`src/rtl/frogger_game_fsm.sv`:
```
// Frogger game controller: lives, score, level and the
// start/respawn/play/dying/level-up/pause/game-over sequencing.
module frogger_game_fsm #(
   parameter int c_LIVES           = 3,
   parameter int c_GOALS_PER_LEVEL = 5,
   parameter int c_DEATH_TICKS     = 60,
   parameter int c_LEVEL_TICKS     = 90
) (
   input  logic       i_Clk,
   input  logic       i_Rst,
   input  logic       i_Start,
   input  logic       i_Pause,
   input  logic       i_Frame_Tick,
   input  logic       i_Collided,
   input  logic       i_Drowned,
   input  logic       i_Goal,
   output logic       o_Game_Active,
   output logic       o_Respawn,
   output logic       o_Death_Anim,
   output logic       o_Game_Over,
   output logic [2:0] o_State,
   output logic [1:0] o_Lives,
   output logic [6:0] o_Score,
   output logic [2:0] o_Level
);

   localparam logic [2:0] S_IDLE      = 3'd0;
   localparam logic [2:0] S_RESPAWN   = 3'd1;
   localparam logic [2:0] S_PLAY      = 3'd2;
   localparam logic [2:0] S_DYING     = 3'd3;
   localparam logic [2:0] S_LEVEL_UP  = 3'd4;
   localparam logic [2:0] S_PAUSED    = 3'd5;
   localparam logic [2:0] S_GAME_OVER = 3'd6;

   localparam int c_TICK_MAX = (c_DEATH_TICKS > c_LEVEL_TICKS) ? c_DEATH_TICKS : c_LEVEL_TICKS;
   localparam int c_TICK_W   = $clog2(c_TICK_MAX + 1);
   localparam int c_GOAL_W   = $clog2(c_GOALS_PER_LEVEL + 1);

   localparam logic [c_TICK_W-1:0] c_DEATH_LAST = c_TICK_W'(c_DEATH_TICKS - 1);
   localparam logic [c_TICK_W-1:0] c_LEVEL_LAST = c_TICK_W'(c_LEVEL_TICKS - 1);
   localparam logic [c_GOAL_W-1:0] c_GOAL_LAST  = c_GOAL_W'(c_GOALS_PER_LEVEL - 1);

   logic [2:0]          state, state_nxt;
   logic                start_q, pause_q;
   logic                start_edge, pause_edge;
   logic [1:0]          lives_nxt;
   logic [6:0]          score_nxt;
   logic [2:0]          level_nxt;
   logic [c_GOAL_W-1:0] goal_cnt, goal_nxt;
   logic [c_TICK_W-1:0] tick_cnt, tick_nxt;

   function automatic logic [6:0] sat_inc_score(input logic [6:0] v);
      return (v == 7'd127) ? v : v + 7'd1;
   endfunction

   function automatic logic [2:0] sat_inc_level(input logic [2:0] v);
      return (v == 3'd7) ? v : v + 3'd1;
   endfunction

   function automatic logic [1:0] sat_dec_lives(input logic [1:0] v);
      return (v == 2'd0) ? v : v - 2'd1;
   endfunction

   assign start_edge = i_Start & ~start_q;
   assign pause_edge = i_Pause & ~pause_q;
   assign o_State    = state;

   always_comb begin
      state_nxt = state;
      lives_nxt = o_Lives;
      score_nxt = o_Score;
      level_nxt = o_Level;
      goal_nxt  = goal_cnt;
      tick_nxt  = tick_cnt;
      case (state)
         S_IDLE: begin
            if (start_edge) begin
               lives_nxt = 2'(c_LIVES);
               score_nxt = '0;
               level_nxt = '0;
               goal_nxt  = '0;
               state_nxt = S_RESPAWN;
            end
         end
         S_RESPAWN: state_nxt = S_PLAY;
         S_PLAY: begin
            // Death outranks a goal arriving in the same cycle, which outranks pause.
            if (i_Collided | i_Drowned) begin
               lives_nxt = sat_dec_lives(o_Lives);
               tick_nxt  = '0;
               state_nxt = S_DYING;
            end else if (i_Goal) begin
               score_nxt = sat_inc_score(o_Score);
               if (goal_cnt == c_GOAL_LAST) begin
                  goal_nxt  = '0;
                  level_nxt = sat_inc_level(o_Level);
                  tick_nxt  = '0;
                  state_nxt = S_LEVEL_UP;
               end else begin
                  goal_nxt  = goal_cnt + c_GOAL_W'(1);
                  state_nxt = S_RESPAWN;
               end
            end else if (pause_edge) begin
               state_nxt = S_PAUSED;
            end
         end
         S_DYING: begin
            if (i_Frame_Tick) begin
               if (tick_cnt == c_DEATH_LAST)
                  state_nxt = (o_Lives == 2'd0) ? S_GAME_OVER : S_RESPAWN;
               else
                  tick_nxt = tick_cnt + c_TICK_W'(1);
            end
         end
         S_LEVEL_UP: begin
            if (i_Frame_Tick) begin
               if (tick_cnt == c_LEVEL_LAST)
                  state_nxt = S_RESPAWN;
               else
                  tick_nxt = tick_cnt + c_TICK_W'(1);
            end
         end
         S_PAUSED: begin
            if (pause_edge)
               state_nxt = S_PLAY;
         end
         S_GAME_OVER: begin
            if (start_edge)
               state_nxt = S_IDLE;
         end
         default: state_nxt = S_IDLE;
      endcase
   end

   // Status flags are decoded from the next state so they change with the state register.
   always_ff @(posedge i_Clk) begin
      if (i_Rst) begin
         state         <= S_IDLE;
         start_q       <= 1'b0;
         pause_q       <= 1'b0;
         o_Lives       <= '0;
         o_Score       <= '0;
         o_Level       <= '0;
         goal_cnt      <= '0;
         tick_cnt      <= '0;
         o_Game_Active <= 1'b0;
         o_Respawn     <= 1'b0;
         o_Death_Anim  <= 1'b0;
         o_Game_Over   <= 1'b0;
      end else begin
         state         <= state_nxt;
         start_q       <= i_Start;
         pause_q       <= i_Pause;
         o_Lives       <= lives_nxt;
         o_Score       <= score_nxt;
         o_Level       <= level_nxt;
         goal_cnt      <= goal_nxt;
         tick_cnt      <= tick_nxt;
         o_Game_Active <= (state_nxt == S_PLAY);
         o_Respawn     <= (state_nxt == S_RESPAWN);
         o_Death_Anim  <= (state_nxt == S_DYING);
         o_Game_Over   <= (state_nxt == S_GAME_OVER);
      end
   end

endmodule

```
`config.mk`:
```
export PLATFORM = sky130hd
export DESIGN_NAME = frogger_game_fsm
export DESIGN_NICKNAME = d
export VERILOG_FILES = /design/src/rtl/frogger_game_fsm.sv
export SDC_FILE = /design/constraint.sdc
export NUM_CORES = 1
export LEC_CHECK = 0
export BUFFER_PORTS_ARGS = -buffer_cell sky130_fd_sc_hd__clkbuf_2
export CORE_MARGIN = 5
export CORE_UTILIZATION = 50
export CTS_BUF_LIST = sky130_fd_sc_hd__clkbuf_8
export DETAILED_ROUTE_END_ITERATION = 8
export GPL_TIMING_DRIVEN = 0
export PLACE_DENSITY = 0.72
export SYNTH_ARGS = -nofsm -noshare
export SYNTH_HDL_FRONTEND = slang
export SYNTH_SLANG_ARGS = --single-unit
```
`constraint.sdc`:
```
create_clock -name i_Clk -period 3.9 [get_ports i_Clk]
set_input_delay 0 -clock i_Clk [delete_from_list [all_inputs] [get_ports i_Clk]]
set_output_delay 0 -clock i_Clk [all_outputs]
set_load 0.005 [all_outputs]
```
==> results.toml <==
[global_routing]
grt_pass1_vias = 1376
grt_max_degree = 11
grt_pass1_wl_mm = 6.26
grt_usage_pct = 17.8
antenna_found_initial = 0
overflow = 0

[synthesis]
synth_commonest_cells = "dfxtp_1 (31), a21oi_1 (17), nor2_1 (15)"
syn_nets = 218
synth_edf_count = 0
synthCells = 202
synth_warnings = 0
yosysUniqueCellTypes = 51
synth_flop_cell = "dfxtp_1"
yosysSeqAreaShare_pct = 36.3
yosysMostFrequentCell = "dfxtp_1"
synthArstFlopShare_pct = 0
synth-seq-cells = 31
syn_area_um2 = 1710
synth.top_cells.by_area = "dfxtp_1 (36%), ha_1 (5.8%), a21oi_1 (5.0%), nor2b_1 (3.7%), nor2_1 (3.3%)"
syn_avg_cell_area_um2 = 8.47
synth_top_area_share_pct = 36.3
synth_top_area_cell = "dfxtp_1"

[floorplanning]
row_count = 21
die_y_um = 68.5
fp.dieW_um = 68.5
core_area_um2 = 3340
initial_core_util_pct = 51.3
ios = 27
die_area_um2 = 4690

[route]
wl_per_cell_um = 13.3
viasPerCell = 5.45
drt_first_pass_iters = 4
drc = 0
dr_total_vias = 1542
antenna_left = 0
wl_mm = 3.78
detail_route.iter0.violations = 121

[power_and_ir_drop]
leakage_nw = 0.783
powerDensity_nw_per_um2 = 463
vdd_drop_max_v = 0.000252

[clock_tree]
cts_buffers = 5
htreeDepth = 2
clockRootBuffer = "clkbuf_8"
clock_latency_ns = 0.28
cts_tree = "yes"
cts_resized = 0
postCtsSetupRepairBufs = 0
clk_pin_slew_ns = 0.06
holdBufCountCts = 2
cts_sinks = 31
max-clock-path-buffers = 2

[timing]
drv_slew = 0
rsz0062_at_grt = "no"
setup_viol = 0
tightest_slew_ns = 0.857
max_freq_ghz = 0.437
finalCritPeriodShare_pct = 58.7
skew_ns = 0.00555
whs_ns = 0.0366
fin_ws_ns = 1.61
finalHoldViolCount = 0
finalCriticalPeriod_ns = 2.29
fin_tns_setup_ns = 0
relSlewSlack_pct = 42.7

[worst_setup_path]
cp.arrival_ns = 2.48
cp_max_fo = 10
cp-end-kind = "register"
critical_path_class = "reg -> reg"
startpoint_type = "register"
cp.required_ns = 4.09

[finish]
drive_above_1_share_pct = 19.4
finalNetCount = 253
fill_cells = 323
final_core_util_pct = 60.1
antenna_cells = 0
area_growth_pct = 17.3

[worst_hold_path]
hold_path.class = "in -> reg"

[status]
status = "finished, final reports clean"

[placed_design]
place.gp.congestion = 0.908
port_buffers = 26
place_ws_ns = 1.68
place_hpwl_mm = 2.77

[flow_run]
maxCapViolations = 0
[flip-flops by register name, summed over array words and instances, names as in the netlist]
signal and count:
o_State 3, o_Level 3, goal_cnt 3, o_Game_Active 1, o_Game_Over 1, o_Score 7
pause_q 1, start_q 1, o_Lives 2, tick_cnt 7, o_Respawn 1, o_Death_Anim 1
[placed cells by master, fill, tap and decap left out, types with 3 or more instances in the layout]
| cell | count |
|---|---|
| xor2_1 | 3 |
| or3_1 | 9 |
| and3_1 | 6 |
| clkbuf_2 | 26 |
| dfxtp_1 | 31 |
| a21oi_1 | 17 |
| nand2b_1 | 5 |
| nor2b_1 | 10 |
| inv_1 | 11 |
| and2_1 | 3 |
| nand2_1 | 8 |
| clkbuf_1 | 5 |
| nor2_1 | 15 |
| o21ai_0 | 9 |
| ha_1 | 8 |
| clkbuf_8 | 6 |
| nand3b_1 | 3 |
| nand3_1 | 8 |
| o211ai_1 | 4 |
| nor3_1 | 6 |
[layout make-up]
type / instances / area, um^2 / share of cell area, %
Buffer: 9 / 51.3 / 2.56
Clock buffer: 6 / 82.6 / 4.11
Clock inverter: 1 / 5.00 / 0.249
Inverter: 11 / 41.3 / 2.06
Multi-Input combinational cell: 151 / 998 / 49.8
Sequential cell: 31 / 621 / 30.9
Tap cell: 46 / 57.6 / 2.87
Timing Repair Buffer: 28 / 150 / 7.48
[worst paths after layout]
kind | start | end | slack [ns] | cells past startpoint
max | o_State[2] | tick_cnt[3] | 1.61 | 7
min | i_Rst | tick_cnt[6] | 0.04 | 2
max reg2reg | o_State[2] | tick_cnt[3] | 1.61 | 7
min reg2reg | goal_cnt[1] | goal_cnt[1] | 0.48 | 2
[cell families (layout without fill, tap and decap cells)]
family | Yosys count | after routing | synth area share, %
AND/OR/NAND/NOR | 89 | 89 | 30.3
AO/OA/AOI/OAI | 48 | 48 | 19.0
flip-flops | 31 | 31 | 36.3
buffers and inverters | 20 | 55 | 5.41
adder cells (fa/ha/maj) | 8 | 8 | 5.85
XOR/XNOR | 4 | 4 | 2.05
multiplexers | 2 | 2 | 1.17
[stage by stage]
step / std cells / area, um^2 / power, W
after global routing: 283 / 2010 / 0.000992
after floorplan: 202 / 1710 / 0.000588
after global placement: 274 / 1900 / 0.000675
after detailed placement: 274 / 1900 / 0.000680
final: 283 / 2010 / 0.000929
after CTS: 283 / 2010 / 0.000935
[routing by layer]
layer	share of wire, %	global-route usage, %	up-vias	wire length [um]
li1	-	-	795	-
met5	0	0	-	0
met3	3.9	5.83	5	147
met1	48	23.4	712	1820
met4	0.93	5.71	0	35
met2	47	27.4	30	1770
[power breakdown]
part           switching (W)  internal (W)
combinational       0.000172      0.000123
clock               0.000114      0.000138
sequential         0.0000299      0.000351
[critical path: stages, from the launching register on]
cell,delay [ns]
dfxtp_1,0.33
buf_6,0.14
nor3b_1,0.71
nand3_1,0.18
o211ai_1,0.21
clkbuf_1,0.34
a21oi_1,0.07
o32ai_1,0.21
(Power assumes the default switching activity.)
